===== src/rtl/apb_reg_bank.sv =====
// APB slave register bank: NUM_REGS word registers with wait states, read-only mask and error responses.
// Optional byte-strobe support is compiled in when APB_PSTRB_EN is defined.
module apb_reg_bank #(
    parameter int unsigned                       ADDR_WIDTH   = 32,
    parameter int unsigned                       DATA_WIDTH   = 32,
    parameter int unsigned                       NUM_REGS     = 8,
    parameter logic [ADDR_WIDTH-1:0]             BASE_ADDR    = '0,
    parameter int unsigned                       WAIT_STATES  = 0,
    parameter int unsigned                       CTRL_WIDTH   = 4,
    parameter logic [NUM_REGS-1:0]               RO_MASK      = NUM_REGS'(2),
    parameter logic [NUM_REGS*DATA_WIDTH-1:0]    RESET_VALUES = {32'h0, 32'h0, 32'h0, 32'h0000FFFF,
                                                                 32'hA5A50000, 32'h12349876,
                                                                 32'h5A5A5555, 32'h0},
    parameter logic [DATA_WIDTH-1:0]             ERR_DATA     = DATA_WIDTH'(32'hDEADDEAD)
) (
    input  logic                    pclk_i,
    input  logic                    preset_i,
    input  logic [ADDR_WIDTH-1:0]   paddr_i,
    input  logic [DATA_WIDTH-1:0]   pwdata_i,
    input  logic                    psel_i,
    input  logic                    penable_i,
    input  logic                    pwrite_i,
`ifdef APB_PSTRB_EN
    input  logic [DATA_WIDTH/8-1:0] pstrb_i,
`endif
    output logic                    pready_o,
    output logic [DATA_WIDTH-1:0]   prdata_o,
    output logic                    pslverr_o
);

    localparam int unsigned IDX_W = (NUM_REGS > 1) ? $clog2(NUM_REGS) : 1;
    localparam int unsigned CNT_W = 4;
    localparam logic [DATA_WIDTH-1:0] CTRL_MASK  = DATA_WIDTH'((64'd1 << CTRL_WIDTH) - 64'd1);
    localparam logic [ADDR_WIDTH-1:0] NUM_REGS_A = ADDR_WIDTH'(NUM_REGS);

    typedef enum logic [1:0] {
        S_IDLE = 2'd0,
        S_WAIT = 2'd1,
        S_RESP = 2'd2
    } state_e;

    state_e                 state_q, state_d;
    logic [CNT_W-1:0]       cnt_q, cnt_d;
    logic                   armed_q, armed_d;
    logic                   pready_q, pready_d;
    logic                   pslverr_q, pslverr_d;
    logic [DATA_WIDTH-1:0]  prdata_q, prdata_d;
    logic [DATA_WIDTH-1:0]  regs_q [NUM_REGS];
    logic [DATA_WIDTH-1:0]  regs_d [NUM_REGS];
    logic [DATA_WIDTH-1:0]  rst_vals [NUM_REGS];

    logic [ADDR_WIDTH-1:0]  addr_off;
    logic [ADDR_WIDTH-1:0]  word_off;
    logic [IDX_W-1:0]       idx;
    logic [DATA_WIDTH-1:0]  wmask;
    logic                   strb_err;
    logic                   acc_err;
    logic [DATA_WIDTH-1:0]  wr_val;
    logic [DATA_WIDTH-1:0]  rd_val;
    logic                   commit;

    // Reset image per register; register 0 only keeps its implemented control bits.
    for (genvar g = 0; g < NUM_REGS; g++) begin : g_rst
        if (g == 0) begin : g_ctrl
            assign rst_vals[g] = RESET_VALUES[g*DATA_WIDTH +: DATA_WIDTH] & CTRL_MASK;
        end else begin : g_word
            assign rst_vals[g] = RESET_VALUES[g*DATA_WIDTH +: DATA_WIDTH];
        end
    end

    // Address decode, error classification and candidate read/write values.
    always_comb begin
        addr_off = paddr_i - BASE_ADDR;
        word_off = addr_off >> 2;
        idx      = IDX_W'(word_off);
        wmask    = '1;
        strb_err = 1'b0;
`ifdef APB_PSTRB_EN
        for (int k = 0; k < DATA_WIDTH/8; k++) begin
            wmask[k*8 +: 8] = {8{pstrb_i[k]}};
        end
        strb_err = !pwrite_i && (pstrb_i != '0);
`endif
        acc_err  = (paddr_i[1:0] != 2'b00)
                || (paddr_i < BASE_ADDR)
                || (word_off >= NUM_REGS_A)
                || (pwrite_i && RO_MASK[idx])
                || strb_err;
        wr_val   = (regs_q[idx] & ~wmask) | (pwdata_i & wmask);
        if (idx == '0) begin
            wr_val = wr_val & CTRL_MASK;
        end
        rd_val   = acc_err ? ERR_DATA : regs_q[idx];
    end

    // Transfer FSM; commit happens on the edge that enters RESP.
    always_comb begin
        state_d   = state_q;
        cnt_d     = cnt_q;
        armed_d   = armed_q | ~penable_i;
        commit    = 1'b0;
        pready_d  = 1'b0;
        pslverr_d = 1'b0;
        prdata_d  = prdata_q;
        regs_d    = regs_q;

        unique case (state_q)
            S_IDLE: begin
                if (psel_i && penable_i && armed_q) begin
                    if (WAIT_STATES == 0) begin
                        state_d = S_RESP;
                        commit  = 1'b1;
                    end else begin
                        state_d = S_WAIT;
                        cnt_d   = CNT_W'(WAIT_STATES - 1);
                    end
                end
            end
            S_WAIT: begin
                if (!psel_i) begin
                    state_d = S_IDLE;
                end else if (cnt_q == '0) begin
                    state_d = S_RESP;
                    commit  = 1'b1;
                end else begin
                    cnt_d = cnt_q - CNT_W'(1);
                end
            end
            S_RESP: begin
                // A penable still high here belongs to the finished transfer.
                state_d = S_IDLE;
                armed_d = ~penable_i;
            end
            default: begin
                state_d = S_IDLE;
            end
        endcase

        if (commit) begin
            pready_d  = 1'b1;
            pslverr_d = acc_err;
            if (!pwrite_i) begin
                prdata_d = rd_val;
            end else if (!acc_err) begin
                regs_d[idx] = wr_val;
            end
        end
    end

    always_ff @(posedge pclk_i) begin
        if (preset_i) begin
            state_q   <= S_IDLE;
            cnt_q     <= '0;
            armed_q   <= 1'b1;
            pready_q  <= 1'b0;
            pslverr_q <= 1'b0;
            prdata_q  <= '0;
            regs_q    <= rst_vals;
        end else begin
            state_q   <= state_d;
            cnt_q     <= cnt_d;
            armed_q   <= armed_d;
            pready_q  <= pready_d;
            pslverr_q <= pslverr_d;
            prdata_q  <= prdata_d;
            regs_q    <= regs_d;
        end
    end

    assign pready_o  = pready_q;
    assign pslverr_o = pslverr_q;
    assign prdata_o  = prdata_q;

endmodule

===== config.mk =====
export PLATFORM = sky130hd
export DESIGN_NAME = apb_reg_bank
export DESIGN_NICKNAME = d
export VERILOG_FILES = /design/src/rtl/apb_reg_bank.sv
export SDC_FILE = /design/constraint.sdc
export NUM_CORES = 1
export LEC_CHECK = 0
export CAP_MARGIN = 20
export CORE_UTILIZATION = 23
export DETAILED_ROUTE_END_ITERATION = 12
export DONT_BUFFER_PORTS = 1
export GPL_ROUTABILITY_DRIVEN = 0
export PLACE_DENSITY = 0.43
export SYNTH_ARGS = -nofsm -noshare
export SYNTH_HDL_FRONTEND = slang
export SYNTH_SLANG_ARGS = --single-unit

===== constraint.sdc =====
create_clock -name pclk_i -period 2.2 [get_ports pclk_i]
set_input_delay 0.44 -clock pclk_i [delete_from_list [all_inputs] [get_ports pclk_i]]
set_output_delay 0.44 -clock pclk_i [all_outputs]
set_load 0.03 [all_outputs]

==> After elaboration in Yosys (flattened, before gate mapping) <==
Memories as Yosys holds them, arrays and structs flattened.
Cells that the tools add are included.
{ "op_classes": {"n_addsub": 1, "magnitude_cmp": 5, "n_eq_ne": 4, "mux": 19, "bitwise": 7, "n_reduce_logical": 16} }
{ "op_table": {"columns": ["operator", "count"], "rows": [
  ["$bwmux W256", 1],
  ["$mux W32", 5],
  ["$bmux W32 S3", 1],
  ["$demux W32 S3", 1],
  ["$lt A32 B1 Y1 const B", 1],
  ["$ge A30 B4 Y1 const B", 1],
  ["$mux W1", 6],
  ["$mux W2", 3],
  ["$reduce_and A3 Y1", 2],
  ["$not A1 Y1", 5],
  ["$ge A4 B4 Y1 const B", 1],
  ["$logic_and A1 B1 Y1", 4],
  ["$logic_not A4 Y1", 1],
  ["$lt A3 B4 Y1 const B", 1],
  ["$lt A4 B1 Y1 const B", 1],
  ["$not A3 Y4", 1],
  ["$pmux W2 S2", 1],
  ["$reduce_and A2 Y1", 2],
  ["$sub A4 B1 Y4 const B", 1],
  ["$logic_not A3 Y1", 1],
  ["$logic_or A1 B1 Y1", 3],
  ["$ne A3 B3 Y1 const B", 1],
  ["$eq A2 B1 Y1 const B", 1],
  ["$eq A2 B2 Y1 const B", 1],
  ["6 further kinds", 6]
]} }
{ "totals": {"register_bits": 297, "rom_bits": 8, "input_bits": 69, "out_inout_bits": 34, "wordCells": 67, "mem_count": 1} }
{ "memory_table": {"columns": ["memory", "depth", "word_bits", "read_ports", "rd_clocked_by_memory_dff", "write_ports", "line", "source"], "rows": [
  ["(no name shown)", 8, 1, 1, 0, 0, "87", "|| (pwrite_i && RO_MASK[idx])"]
]} }

==> Depth between registers and ports, before layout <==
{ "depth": {"word_depth": 6, "mapped_depth": 8} }

==> Worst setup path before layout <==
No wires, ideal clock.
{ "synth_timing": {"kind": "input to register", "start": "in pwrite_i", "end": "reg regs_q[148] (netlist bit)", "setup_ps": 73, "arrival_ps": 1795, "setup_slack_ps": 332, "stages": 7, "n_path_buf": 3, "cell_sequence": "buf_2 -> and4bb_4 -> nor4_4 -> and3_1 -> buf_4 -> buf_8 -> mux2i_1"} }
{ "synth_via": {"elab_chain_len": 4} }
{ "synth_lines": {"columns": ["item", "line", "source"], "rows": [
  ["from (decl)", "22", "input logic pwrite_i,"],
  ["$logic_and A1 B1 Y1", "87", null],
  ["$logic_or A1 B1 Y1", "87", null],
  ["$not A1 Y1 (no line)", null, null],
  ["$reduce_and A3 Y1 (no line) (*)", null, null],
  ["to (signal assigned)", "158", "regs_q <= rst_vals;"],
  ["to (signal assigned)", "166", "regs_q <= regs_d;"],
  ["to (decl)", "48", "logic [DATA_WIDTH-1:0] regs_q [NUM_REGS];"]
]} }
Mark *: on every way between the ends. The rest lies on a longest branch, timed or not.
A chain may end at the register's enable or synchronous reset.

==> Worst setup path in the final report <==
{ "layout_timing": {"start": "reg regs_q[85] (netlist bit)", "end": "reg prdata_q[21], in the netlist prdata_o[21]"} }
{ "layout_via": {"elab_chain_len": 4} }
{ "layout_lines": {"columns": ["item", "line", "source"], "rows": [
  ["$bmux W32 S3", "93", "rd_val = acc_err ? ERR_DATA : regs_q[idx];"],
  ["$mux W32 (not written as such) (2 in a row)", "93", null],
  ["$mux W32", "93", null],
  ["to (signal assigned)", "165", "prdata_q <= prdata_d;"],
  ["to (decl)", "47", "logic [DATA_WIDTH-1:0] prdata_q, prdata_d;"]
]} }
No other way between the ends. The select of a mux whose other input is x is not followed.

==> results.md <==
Outcome:
- The flow ran to the end, and the final reports show no timing, DRC or antenna violations.

Layout:
- The synthesis-to-finish area growth is 16.45%.
- The number of nets in the final layout is 1268.
- The total non-filler cell area in the finished layout is roughly 0.015 mm².
- Fill cells in the final layout number 5567.
- In the final layout, the share of cells above drive strength 1 is 0.1832.

STA:
- The final period utilization is 0.8400.
- Between clock sinks in the finished design, the worst skew comes to 0.007542 ns.
- The relative slew slack is 0.5038.
- The slew at the pin closest to its max-slew limit is ~0.74 ns.
- The worst path needs 1.848 ns of the cycle, external delays included.
- The number of slew-limit violations in the final report is 0.
- Setup repair after global routing left no endpoint under its margin.
- The hold violation count in the final report is 0.
- The final setup TNS is 0 ns.
- Setup violations remaining at the end of the flow were counted as 0.
- Static timing analysis puts the maximum clock frequency at 0.5411 GHz.

Yosys:
- The synthesized netlist occupies a cell area of 0.01255 mm².
- The synthesized area per cell is 10.43 µm².
- Summed over all instances, the cell type with the most area after synthesis is dfxtp_1.
- Yosys attributes the largest share of cell area to dfxtp_1 (47%), mux2i_1 (17%), nand2_1 (5.4%).
- The share of synthesized area in the top cell type comes to 0.4657.
- The Yosys step of the flow raised 0 warnings.
- Yosys mapped a number of flops with a built-in enable equal to 0.
- In the synthesized netlist, the number of instances is 1203.
- The dominant register cell in the synthesized netlist is dfxtp_1.
- For this run, asynchronously set or reset flops after synthesis account for 0.
- The flip-flop and latch count after synthesis is 292.
- The share of the Yosys chip area taken by registers is 0.4657.
- The post-synthesis net count is roughly 1300.
- In this run, distinct cell masters in the synthesized netlist total 64.

Min path:
- The worst min-delay path category is in2reg.
- The instance count along the most critical hold path is 1.
- The terminating pin of the worst hold path is prdata_o[3].
- The start point of the worst hold path is preset_i.

Pwr:
- The total power divided by cell area is 801.6 mW/mm².
- The static leakage power is roughly 6.3 nW.
- The peak ir drop on the vdd network is between 0.3 and 0.4 mV.
- Of the total power, the share spent switching nets is 0.2271.
- For this design the total switching power over the nets is between 2 and 3 mW.
- Of the total power, combinational logic draws 0.048.
- The internal power of the cells totals 9.057 mW.
- Of the total power, registers draw 0.459.
- The share of total power dissipated in the clock network is 0.493.

Floorplan:
- The vertical extent of the die is 235.6 µm.
- The core region is 0.05392 mm².
- The count of pins on the block boundary is 103.
- The horizontal die dimension is between 200 and 250 µm.
- The floorplan has 85 rows.
- The full die area is 0.05552 mm².
- The initial utilization of the core area, before any placement, comes to 0.2328.

Setup path:
- Measured in cells, the most critical reg-to-reg path has a length of 5.
- The largest single stage delay on the critical path is about 0.6 ns.
- The capturing point of the worst reg2reg path is prdata_o[21].
- The worst setup path startpoint is regs_q[85].
- The top fanout value on the critical path is 2.
- The critical path goes through mux2_2, a221o_1, a222oi_1, buf_4, a211oi_1.
- STA puts the critical path data required time at 2.59 ns.
- Among all stages on the critical path, the largest delay is contributed by a222oi_1.
- The worst setup slack for register-to-register paths is 0.35 ns.
- The origin of the critical flop-to-flop path is regs_q[85].
- The category of the worst setup path capture point is a flop.
- At the worst endpoint, the arrival time is 2.24 ns.
- The critical path is of the reg2reg type.
- STA classifies the critical path startpoint as a flop.

Place:
- The cell area after placement is 0.01345 mm².
- The HPWL after detailed placement is 24630 µm.
- The number of input and output port buffers inserted is 0.

Clock tree:
- The total number of clock tree sinks is 292.
- The number of buffers created by CTS is 35.
- The maximum level of the CTS H-tree is 2.
- After clock tree synthesis, the setup repair step added 0 buffers.
- The clock tree from TritonCTS is yes.
- The buffer levels on the longest clock path is 3.
- The later pin in the worst-skew pair is clocked with a latency of about 0.5 ns.
- Clock-pin slew was measured on the worst setup and hold paths at 0.06 ns.
- Clock tree synthesis selected as its root buffer the cell clkbuf_16.

Detailed routing:
- The count of nets left with antenna violations once routing finished came out at 0.
- The average vias per placed instance is 4.695.
- The DRC violation count after routing is 0.
- The wire length per cell is between 20 and 25 µm.
- The detailed-route via count is 9020.
- The DRC violation total after the first TritonRoute iteration is 579.
- After detailed routing, the total wire length is 40120 µm.
- Before antenna repair, the detailed router went through 5 iterations.

Job:
- The number of max-cap violations is 0.

Global routing:
- The number of antenna violations at the first check in global routing came to 1.
- The number of global-route vias before repair came to ~9000.
- The total congestion overflow is 0.
- The first global-routing pass estimated 60480 µm of wire.
- In the global route stage, overall resource usage came out at 0.1439.
- Entering global routing, the biggest net connects 114 pins.
==> per-stage QoR <==
step	power (mW)	std cells	worst slack [ns]	hold slack, ns	util
after global placement	6.063	1856	0.1045	0.4218	0.2494
after detailed placement	6.064	1856	0.08903	0.4258	0.2494
after CTS	11.88	1919	0.3592	0.001307	0.2710
after floorplan	5.935	1203	0.3323	0.4099	-
after global routing	12.14	1919	0.2428	0.001379	0.2710
final	11.72	1921	0.3519	0.03008	0.2711
==> cells in the mapped netlist, types with 11 or more instances <==
| cell | instances |
|---|---|
| mux2i_1 | 212 |
| or2_2 | 18 |
| dfxtp_1 | 292 |
| nor2_1 | 59 |
| buf_2 | 17 |
| mux4_2 | 20 |
| a211oi_1 | 11 |
| buf_4 | 13 |
| a21oi_1 | 28 |
| clkbuf_1 | 40 |
| and2_4 | 20 |
| nand3_1 | 34 |
| o21ai_0 | 11 |
| mux2_2 | 33 |
| buf_1 | 11 |
| nor2b_1 | 24 |
| a221oi_1 | 21 |
| buf_6 | 19 |
| a22oi_1 | 19 |
| nand2_1 | 181 |
==> worst max-delay path, delay by kind of cell, from the launching register on <==
family          cells  cell delay (ns)
compound gates      3             0.96
flops               1             0.31
mux                 1             0.26
buf+inv             1             0.21
==> cells in the final DEF (no fill, tap or decap), types with 10 or more instances in the layout <==
cell / n
a211oi_1: 11
a21oi_1: 28
a221oi_1: 21
a22oi_1: 19
and2_1: 10
and2_4: 20
buf_12: 14
buf_4: 44
clkbuf_16: 37
clkbuf_8: 10
dfxtp_1: 292
mux2_2: 33
mux2i_1: 212
mux4_2: 20
nand2_1: 181
nand3_1: 33
nor2_1: 58
nor2b_1: 24
o21ai_0: 11
or2_2: 18
==> metal layers <==
| layer | up-vias | GRT usage | wire, µm |
|---|---|---|---|
| li1 | 4292 | - | - |
| met1 | 4474 | 0.1939 | 18900 |
| met2 | 194 | 0.2286 | 18080 |
| met3 | 58 | 0.03166 | 2138 |
| met4 | 2 | 0.04298 | 991 |
| met5 | - | 0 | 13 |
==> logic make-up after synthesis <==
| logic type | synth area share |
|---|---|
| AND/OR/NAND/NOR | 0.1589 |
| flip-flops | 0.4657 |
| multiplexers | 0.2345 |
| AO/OA/AOI/OAI | 0.09170 |
| buffers and inverters | 0.04924 |
==> sequential cells by signal, summed over array words and instances (netlist names) <==
register,count
armed_q,1
prdata_o,32
pready_o,1
state_q,1
regs_q,256
pslverr_o,1
==> worst max-delay path by stage <==
stage,slack (ns),depth (start not counted),endpoint
5_1_grt,0.24,5,prdata_o[21]
3_3_place_gp,0.10,5,prdata_o[21]
4_1_cts,0.36,5,prdata_o[21]
6_report,0.35,5,prdata_o[21]
3_5_place_dp,0.09,5,prdata_o[21]
2_1_floorplan,0.33,7,regs_q[148]
==> what timing repair did <==
| item | in CTS | in global routing |
|---|---|---|
| gates resized for setup | 0 | 0 |
| endpoints found under the hold margin | 4 | 0 |
| setup endpoints to repair | 0 | 0 |
| hold buffers | 2 | 0 |
==> final cells by class <==
class / count / area [µm²] / share of cell area
Inverter: 4 / 20.02 / 0.001370
Timing Repair Buffer: 60 / 630.6 / 0.04314
Tap cell: 696 / 870.8 / 0.05957
Multi-Input combinational cell: 806 / 6098 / 0.4172
Clock buffer: 56 / 1097 / 0.07507
Antenna cell: 2 / 5.005 / 0.0003424
Clock inverter: 5 / 50.05 / 0.003424
Sequential cell: 292 / 5846 / 0.3999
==> power by group through the flow <==
stage / sequential [mW] / clock, mW / combinational, mW
2_1_floorplan: 5.48 / 0 / 0.451
3_3_place_gp: 5.50 / 0 / 0.565
3_5_place_dp: 5.50 / 0 / 0.566
4_1_cts: 5.38 / 5.93 / 0.572
5_1_grt: 5.38 / 6.15 / 0.610
6_report: 5.38 / 5.78 / 0.561
No activity file was read; power rests on OpenSTA's default activity.
